## src/rtl/keep_popcount.sv

```systemverilog
// Counts the set bits of a tkeep vector and reports whether the set bits
// form one run starting at bit 0 (the only legal keep shape).
module keep_popcount #(
  parameter int KEEP_WIDTH  = 64,
  parameter int COUNT_WIDTH = $clog2(KEEP_WIDTH + 1)
) (
  input  logic [KEEP_WIDTH-1:0]  keep,
  output logic [COUNT_WIDTH-1:0] count,
  output logic                   contiguous
);

  logic [KEEP_WIDTH-1:0] keep_plus_one;

  // Sum of the keep bits
  always_comb begin
    count = '0;
    for (int i = 0; i < KEEP_WIDTH; i++) begin
      count = count + COUNT_WIDTH'(keep[i]);
    end
  end

  // A run of ones from bit 0 turns into a single carry when incremented,
  // so it shares no set bit with its increment
  always_comb begin
    keep_plus_one = keep + KEEP_WIDTH'(1);
    contiguous    = ((keep & keep_plus_one) == '0);
  end

endmodule

```

## config.mk

```make
export PLATFORM = sky130hd
export DESIGN_NAME = keep_popcount
export DESIGN_NICKNAME = d
export VERILOG_FILES = /design/src/rtl/keep_popcount.sv
export SDC_FILE = /design/constraint.sdc
export NUM_CORES = 1
export LEC_CHECK = 0
export CORE_ASPECT_RATIO = 1.25
export CORE_MARGIN = 3
export CORE_UTILIZATION = 50
export DETAILED_ROUTE_END_ITERATION = 16
export PLACE_DENSITY = 0.86
export SLEW_MARGIN = 0
export SYNTH_ARGS = -nofsm -noshare
export SYNTH_HDL_FRONTEND = slang
export SYNTH_SLANG_ARGS = --single-unit
```

## constraint.sdc

```tcl
create_clock -name vclk -period 11.66
set_input_delay 1.166 -clock vclk [all_inputs]
set_output_delay 1.166 -clock vclk [all_outputs]
set_load 0.02 [all_outputs]
```

==> metrics.md, run 1 <==
| Metric | Value |
|---|---|
| Die height | 89.6 um |
| TNS Setup | 0 ns |
| Share of cells above drive strength 1 | 3.09% |
| Most frequent cells after synthesis | inv_1 (110), fa_1 (54), nand3_1 (21) |
| Initial Util | 53.5% |
| Net Count, Synth | 486 |
| Sequence of cells on the critical path | clkdlybuf4s50_1 -> inv_1 -> fa_1 -> inv_1 -> fa_1 -> fa_1 -> inv_1 -> fa_1 -> inv_1 -> fa_1 -> fa_1 -> fa_1 -> inv_1 -> fa_1 -> inv_1 -> ha_1 -> a21o_1 -> a21oi_1 -> o21bai_1 -> a21oi_1 -> xor2_1 -> clkdlybuf4s50_1 |
| Worst-Margin Slew | 0.902 ns |
| Die ar. | 6530 um2 |
| Final Wtd Congestion | 1.02 |
| Clock buffers | 0 |
| Vias | 3,025 |
| Area grow syn2layout | 28.0% |
| Synth Area in Adders | 46.3% |
| Crit-path leading delay family | adder cells |
| Top cell type's share of synthesized area | 38.7% |
| Worst-path fanout max | 3 |
| Status | completed |
| Largest area contributor in the netlist | fa_1 |
| Slew Limit Fails | 0 |
| Crit end category | primary output |
| Mux contribution to synthesized area | 0% |
| Slew Limit Headroom | 39.3% |
| Post_cts resized | 0 |
| Crit-path slowest cell | clkdlybuf4s50_1 |
| Hold path start | keep[55] |
| Worst path bufs/invs | 8 |
| Synth Area in XOR/XNOR | 1.25% |
| Ports | 72 |
| CP Launch Type | primary input |
| Initial antenna violation count | 0 |
| N_diodes | 0 |
| Global route total overflow | 0 |
| DRT Wirelength | 10,100 um |
| Syn_area_per_cell | 7.96 um2 |
| Hold_buf cts | 0 |
| Site row count | 29 |
| Fin crit share | 77.8% |
| Max Fclk | 110 MHz |
| Minimum clock period | 9.08 ns |
| Port bufs | 72 |
| Worst path required time | 10.49 ns |
| Count leader, synth | inv_1 |
| WHS Path Cells | 5 |
| Slowest stage delay, CP | 0.62 ns |
| Vias in the first global route | 3,142 |
| Register area | 0 um2 |
| Critical path class | primary input to primary output |
| Vias per inst | 6.26 |
| HP Class | primary input to primary output |
| Largest family of logic cells by synthesized area | adder cells |
| Setup bufs post-CTS | 0 |
| Cell area after synthesis | 2790 um2 |
| Synth area leaders | fa_1 (39%), inv_1 (15%), ha_1 (7.6%) |
| Post-Synth Simple-Gate Area | 22.7% |
| DR iter-0 viols | 329 |
| Post-route ant nets | 0 |
| Max cap viols | 0 |
| Number of detailed-route iterations in the first pass | 6 |
| Per-cell routed wire length | 20.9 um |
| Synth warn | 0 |
| Setup violators final | 0 |
| RSZ-0062 raised after global routing | no |
| # nets final | 558 |
| Synth Instances | 351 |
| First-pass GRT wire length | 15,900 um |
| DRC | 0 |
| Hold Path End | contiguous |
| Final hold violations | 0 |
| Critical path data arrival time | 7.91 ns |
| Seq/Total Area, Yosys | 0% |
| Core footprint | 5230 um2 |
| Seq_cells | 0 |
| Largest net degree at the start of global routing | 10 |
| Overall routing resource usage | 32.3% |
| Synth cell types | 47 |
| Die W | 72.9 um |
| Cell repeated most along the worst path | fa_1 |
| Compound-gate portion of the synthesized area | 14.5% |
| Hpwl dp | 8920 um |
## layer usage
metal,part of all wire (%),wire length [um],global-route usage [%]
met1,35,3530,38.0
met2,50,5080,58.8
met3,10,1010,5.23
met4,4.5,456,12.4
met5,0,0,0
## cell usage in the layout (no fill, tap or decap), types with 6 or more instances in the layout
cell type	n
inv_1	110
o21ai_0	13
ha_1	17
clkdlybuf4s50_1	72
and4_1	6
o31ai_1	6
nor3_1	8
nand2_1	15
nor4_1	13
nand4_1	14
a21oi_1	12
nand3_1	21
fa_1	54
## cell families after synthesis
logic type | Yosys count
xor gates and xnor gates | 4
buffers and inverters | 112
adders and majority gates | 71
and+or+nand+nor | 104
AOI/OAI and AO/OA | 60
## how the worst max path moves through the flow
stage,from,end,slack [ns],cells past startpoint
floorplan,keep[35],count[5],3.73,20
global placement,keep[35],count[5],2.71,22
detailed placement,keep[35],count[5],2.58,22
CTS,keep[35],count[5],2.58,22
global route,keep[35],count[5],2.29,22
finish,keep[35],count[5],2.58,22
## stage by stage
step | std cells | setup slack (ns) | cell area, um2 | utilization [%] | hold slack [ns]
finish | 483 | 2.58 | 3580 | 68.5 | 3.57
global route | 483 | 2.29 | 3580 | 68.5 | 3.65
CTS | 483 | 2.58 | 3580 | 68.5 | 3.58
detailed placement | 483 | 2.58 | 3580 | 68.5 | 3.58
global placement | 483 | 2.71 | 3580 | 68.5 | 3.58
floorplan | 351 | 3.73 | 2790 | - | 2.53
## area by class of cell
cell class,instances,area [um2]
fill,472,1650
inverter,110,413
multi-input combinational,239,2370
tap,62,77.6
timing repair buffer,72,721
Power of run 1 is not shown: default switching activity piles up to over one toggle a cycle in this logic, so the estimate is an artifact.
==> run 2, diff against run 1 <==
--- a/config.mk
+++ b/config.mk
@@ -7,9 +7,9 @@
 export LEC_CHECK = 0
 export CORE_ASPECT_RATIO = 1.25
 export CORE_MARGIN = 3
-export CORE_UTILIZATION = 50
+export CORE_UTILIZATION = 47
 export DETAILED_ROUTE_END_ITERATION = 16
-export PLACE_DENSITY = 0.86
+export PLACE_DENSITY = 0.84
 export SLEW_MARGIN = 0
 export SYNTH_ARGS = -nofsm -noshare
 export SYNTH_HDL_FRONTEND = slang
==> constraint.sdc (replaced) <==
create_clock -name vclk -period 7.7
set_input_delay 0.77 -clock vclk [all_inputs]
set_output_delay 0.77 -clock vclk [all_outputs]
set_load 0.02 [all_outputs]
==> run 2 against run 1 <==
  * Non-clock buffer count is 46 higher
  * Final area is 12% higher
  * Via count is 5.8% higher
  * Flip-flop and latch count stayed put
  * Critical path depth is 2 lower
  * Routed wire length is 5.1% higher
  * First-iteration DRC count is 20% lower
  * Setup slack worse by 2.4 ns
  * Critical endpoint is now count[4]
==> metrics.md, run 2 (synthesis results as in run 1) <==
| Metric | Value |
|---|---|
| Status | completed |
| RSZ-0062 raised after global routing | no |
| Share of cells above drive strength 1 | 19.7% |
| Die W | 75.0 um |
| Overall routing resource usage | 31.8% |
| Slowest stage delay, CP | 0.61 ns |
| Vias in the first global route | 3,343 |
| Fin crit share | 97.1% |
| Highest routed layer | met4 |
| Clock buffers | 0 |
| Crit-path leading delay family | adder cells |
| Post-route ant nets | 0 |
| Die ar. | 6910 um2 |
| Number of detailed-route iterations in the first pass | 5 |
| Worst-Margin Slew | 0.826 ns |
| Crit end category | primary output |
| DR WL met2 | 5330 um |
| Hold_buf cts | 0 |
| Site row count | 30 |
| Vias | 3,201 |
| DRT Wirelength | 10,600 um |
| Critical path class | primary input to primary output |
| HP Class | primary input to primary output |
| Setup violators final | 0 |
| Register area | 0 um2 |
| Vias per inst | 6.03 |
| Largest net degree at the start of global routing | 10 |
| Most frequent cells in the layout | inv_1 (90), buf_4 (49), fa_1 (46) |
| Max cap viols | 0 |
| Final hold violations | 0 |
| Metal1 wirelength | 3700 um |
| Global route total overflow | 0 |
| First-pass GRT wire length | 16,500 um |
| Crit-path slowest cell | fa_2 |
| Critical path data arrival time | 6.71 ns |
| Final Wtd Congestion | 1.03 |
| Slew Limit Headroom | 44.4% |
| Port bufs | 72 |
| # nets final | 604 |
| TNS Setup | 0 ns |
| Minimum clock period | 7.48 ns |
| Area grow syn2layout | 43.4% |
| Initial Util | 50.0% |
| DR iter-0 viols | 263 |
| CP Launch Type | primary input |
| Seq_cells | 0 |
| Ports | 72 |
| Worst path required time | 6.93 ns |
| Max Fclk | 134 MHz |
| Routed met3 length | 925 um |
| Per-cell routed wire length | 19.9 um |
| Cell repeated most along the worst path | fa_1 |
| Commonest non-fill, non-tap cell in the layout | inv_1 |
| N_diodes | 0 |
| Sequence of cells on the critical path | clkdlybuf4s50_1 -> inv_1 -> fa_2 -> fa_1 -> fa_1 -> fa_1 -> fa_1 -> fa_1 -> fa_1 -> fa_1 -> inv_2 -> ha_4 -> inv_2 -> fa_2 -> inv_2 -> a21oi_1 -> o21bai_1 -> buf_4 -> xor2_1 -> buf_4 |
| Hpwl dp | 9420 um |
| Fill cells | 439 |
| Worst path bufs/invs | 7 |
| Die height | 92.2 um |
| Slew Limit Fails | 0 |
| Core footprint | 5590 um2 |
| Worst-path fanout max | 2 |
| DRC | 0 |
| Initial antenna violation count | 0 |
run 2: cell count changes in the layout (fill, tap and decap cells not counted), sizes merged:
cell / previous run / this run
dlymetal6s2s: 0 / 23
clkdlybuf4s50: 72 / 43
buf: 0 / 49
dlygate4sd2: 0 / 3
run 2: cell type report:
class	count	area, um2	area share, %
multi-input cells	239	2400	59.9
inverters	110	413	10.3
well taps	64	80.1	2.00
repair buffers	118	1110	27.8
run 2: final timing paths:
path | from | to | slack, ns | depth (start not counted)
min | keep[49] | contiguous | 2.48 | 5
max | keep[3] | count[4] | 0.22 | 20
run 2: per-layer routing:
metal | vias to the layer above | global-route usage, %
met1 | 1527 | 38.2
li1 | 1424 | -
met2 | 203 | 54.4
met5 | - | 0
met4 | 0 | 14.8
met3 | 47 | 4.39
run 2: timing repair:
action | in CTS | in global routing
endpoints found under the hold margin | 0 | 0
setup buffers | 0 | 1
pin swaps | 2 | 35
gates cloned | 0 | 0
gates resized for setup | 18 | 54
setup endpoints to repair | 5 | 5
run 2: worst min-delay path, cell delays in order:
cell and delay (ns):
dlymetal6s2s_1 0.14, o21ai_0 0.12, nand4_1 0.11, nor4_2 0.04, clkdlybuf4s50_1 0.53
run 2: stage by stage:
step	util [%]	cell area, um2	hold slack, ns	setup slack, ns	instances
floorplan	-	2790	1.74	0.563	351
global placement	70.0	3920	2.80	-0.356	530
detailed placement	70.0	3920	2.82	-0.518	530
CTS	69.9	3910	2.83	0.00179	530
global route	71.7	4010	2.51	0.00675	531
finish	71.7	4010	2.48	0.223	531
Power of run 2 is left out for the same reason.
==> run 3, diff against run 2 <==
--- a/config.mk
+++ b/config.mk
@@ -7,9 +7,9 @@
 export LEC_CHECK = 0
 export CORE_ASPECT_RATIO = 1.25
 export CORE_MARGIN = 3
-export CORE_UTILIZATION = 47
+export CORE_UTILIZATION = 45
 export DETAILED_ROUTE_END_ITERATION = 16
-export PLACE_DENSITY = 0.84
+export PLACE_DENSITY = 0.81
 export SLEW_MARGIN = 0
 export SYNTH_ARGS = -nofsm -noshare
 export SYNTH_HDL_FRONTEND = slang
==> run 3 against run 2 <==
  * First-iteration DRC count is 14% higher
  * Global-route usage is 3.0 points lower
  * Fmax fell by 0.47%
  * Critical path depth shrank 2
  * Highest routed layer unchanged
  * Critical path type unchanged
==> metrics.md, run 3 (synthesis results as in run 1) <==
| Metric | Value |
|---|---|
| Slowest stage delay, CP | 0.59 ns |
| Most frequent cells in the layout | inv_1 (96), clkdlybuf4s50_1 (49), buf_4 (48) |
| Crit-path leading delay family | adder cells |
| Fin crit share | 97.6% |
| Slew Limit Fails | 0 |
| Clock buffers | 0 |
| Site row count | 31 |
| Largest net degree at the start of global routing | 10 |
| Hold path start | keep[55] |
| Register area | 0 um2 |
| Worst path bufs/invs | 8 |
| Die ar. | 7200 um2 |
| Fin cells | 549 |
| N_diodes | 0 |
| Worst-path fanout max | 2 |
| Ports | 72 |
| DP Cell Count | 549 |
| Final Wtd Congestion | 1.02 |
| First-pass GRT wire length | 16,200 um |
| Worst-Margin Slew | 0.839 ns |
| # nets final | 604 |
| Worst path required time | 6.93 ns |
| Initial Util | 47.4% |
| Crit-path slowest cell | clkdlybuf4s50_1 |
| DRT Wirelength | 9910 um |
| Status | completed |
| CP Launch Type | primary input |
| Seq_cells | 0 |
| Global route total overflow | 0 |
| Number of detailed-route iterations in the first pass | 4 |
| Commonest non-fill, non-tap cell in the layout | inv_1 |
| Die W | 76.5 um |
| Crit path from | keep[43] |
| Port bufs | 72 |
| Cell repeated most along the worst path | fa_1 |
| Overall routing resource usage | 28.8% |
| DRC | 0 |
| Area grow syn2layout | 43.9% |
| Core footprint | 5900 um2 |
| Share of cells above drive strength 1 | 19.5% |
| Max cap viols | 0 |
| Critical path class | primary input to primary output |
| Hold_buf cts | 0 |
| Setup bufs post-CTS | 0 |
| Per-cell routed wire length | 18.1 um |
| Hpwl dp | 8800 um |
| Critical path data arrival time | 6.74 ns |
| Setup violators final | 0 |
| Vias | 3,047 |
| Sequence of cells on the critical path | clkdlybuf4s50_1 -> fa_1 -> fa_2 -> inv_1 -> fa_1 -> inv_1 -> fa_1 -> inv_1 -> fa_1 -> fa_1 -> fa_1 -> fa_1 -> inv_1 -> ha_2 -> inv_1 -> fa_2 -> inv_1 -> clkdlybuf4s50_1 |
| Slew Limit Headroom | 43.5% |
| Vias in the first global route | 3,110 |
| Crit end category | primary output |
| Max Fclk | 133 MHz |
| Fill cells | 517 |
| HP Class | primary input to primary output |
| Minimum clock period | 7.51 ns |
| DR iter-0 viols | 300 |
| Vias per inst | 5.55 |
| Final hold violations | 0 |
| Initial antenna violation count | 0 |
| Die height | 94.1 um |
| Post-route ant nets | 0 |
| Final core utilization | 68.2% |
[run 3: final timing paths]
check	to	cells past startpoint	slack, ns
setup / recovery	count[1]	18	0.19
hold / removal	contiguous	5	2.46
[run 3: repair_timing]
action / CTS / global route
pin swaps: 3 / 27
endpoints found under the setup margin: 5 / 6
resized for setup: 18 / 45
[run 3: layer usage]
layer / up-vias / global-route usage [%] / share of wire [%]
met3: 23 / 3.17 / 7.4
met1: 1441 / 36.8 / 39
met4: 0 / 5.89 / 3.1
li1: 1425 / - / -
met2: 158 / 52.5 / 50
met5: - / 0 / 0
[run 3: layout make-up]
cell class,count,area [um2],area share (%)
Inverter,110,413,10.3
Multi-Input combinational cell,239,2410,59.9
Tap cell,82,103,2.55
Timing Repair Buffer,118,1100,27.3
[run 3: stage by stage]
stage                     setup slack [ns]  TNS, ns  area, um2  hold slack (ns)
after floorplan                      0.563        0       2790             1.74
after global placement              -0.354    -1.04       3950             2.81
after detailed placement            -0.557    -1.68       3950             2.82
after CTS                           0.0103        0       3940             2.82
after global routing               -0.0281  -0.0766       4020             2.51
final                                0.188        0       4020             2.46
[run 3: tightest hold or removal path, cell delays in order]
cell             delay, ns
dlymetal6s2s_1        0.12
o21ai_0               0.09
nand3_1               0.11
nor4_2                0.06
clkdlybuf4s50_1       0.53
Power of run 3 is left out for the same reason.
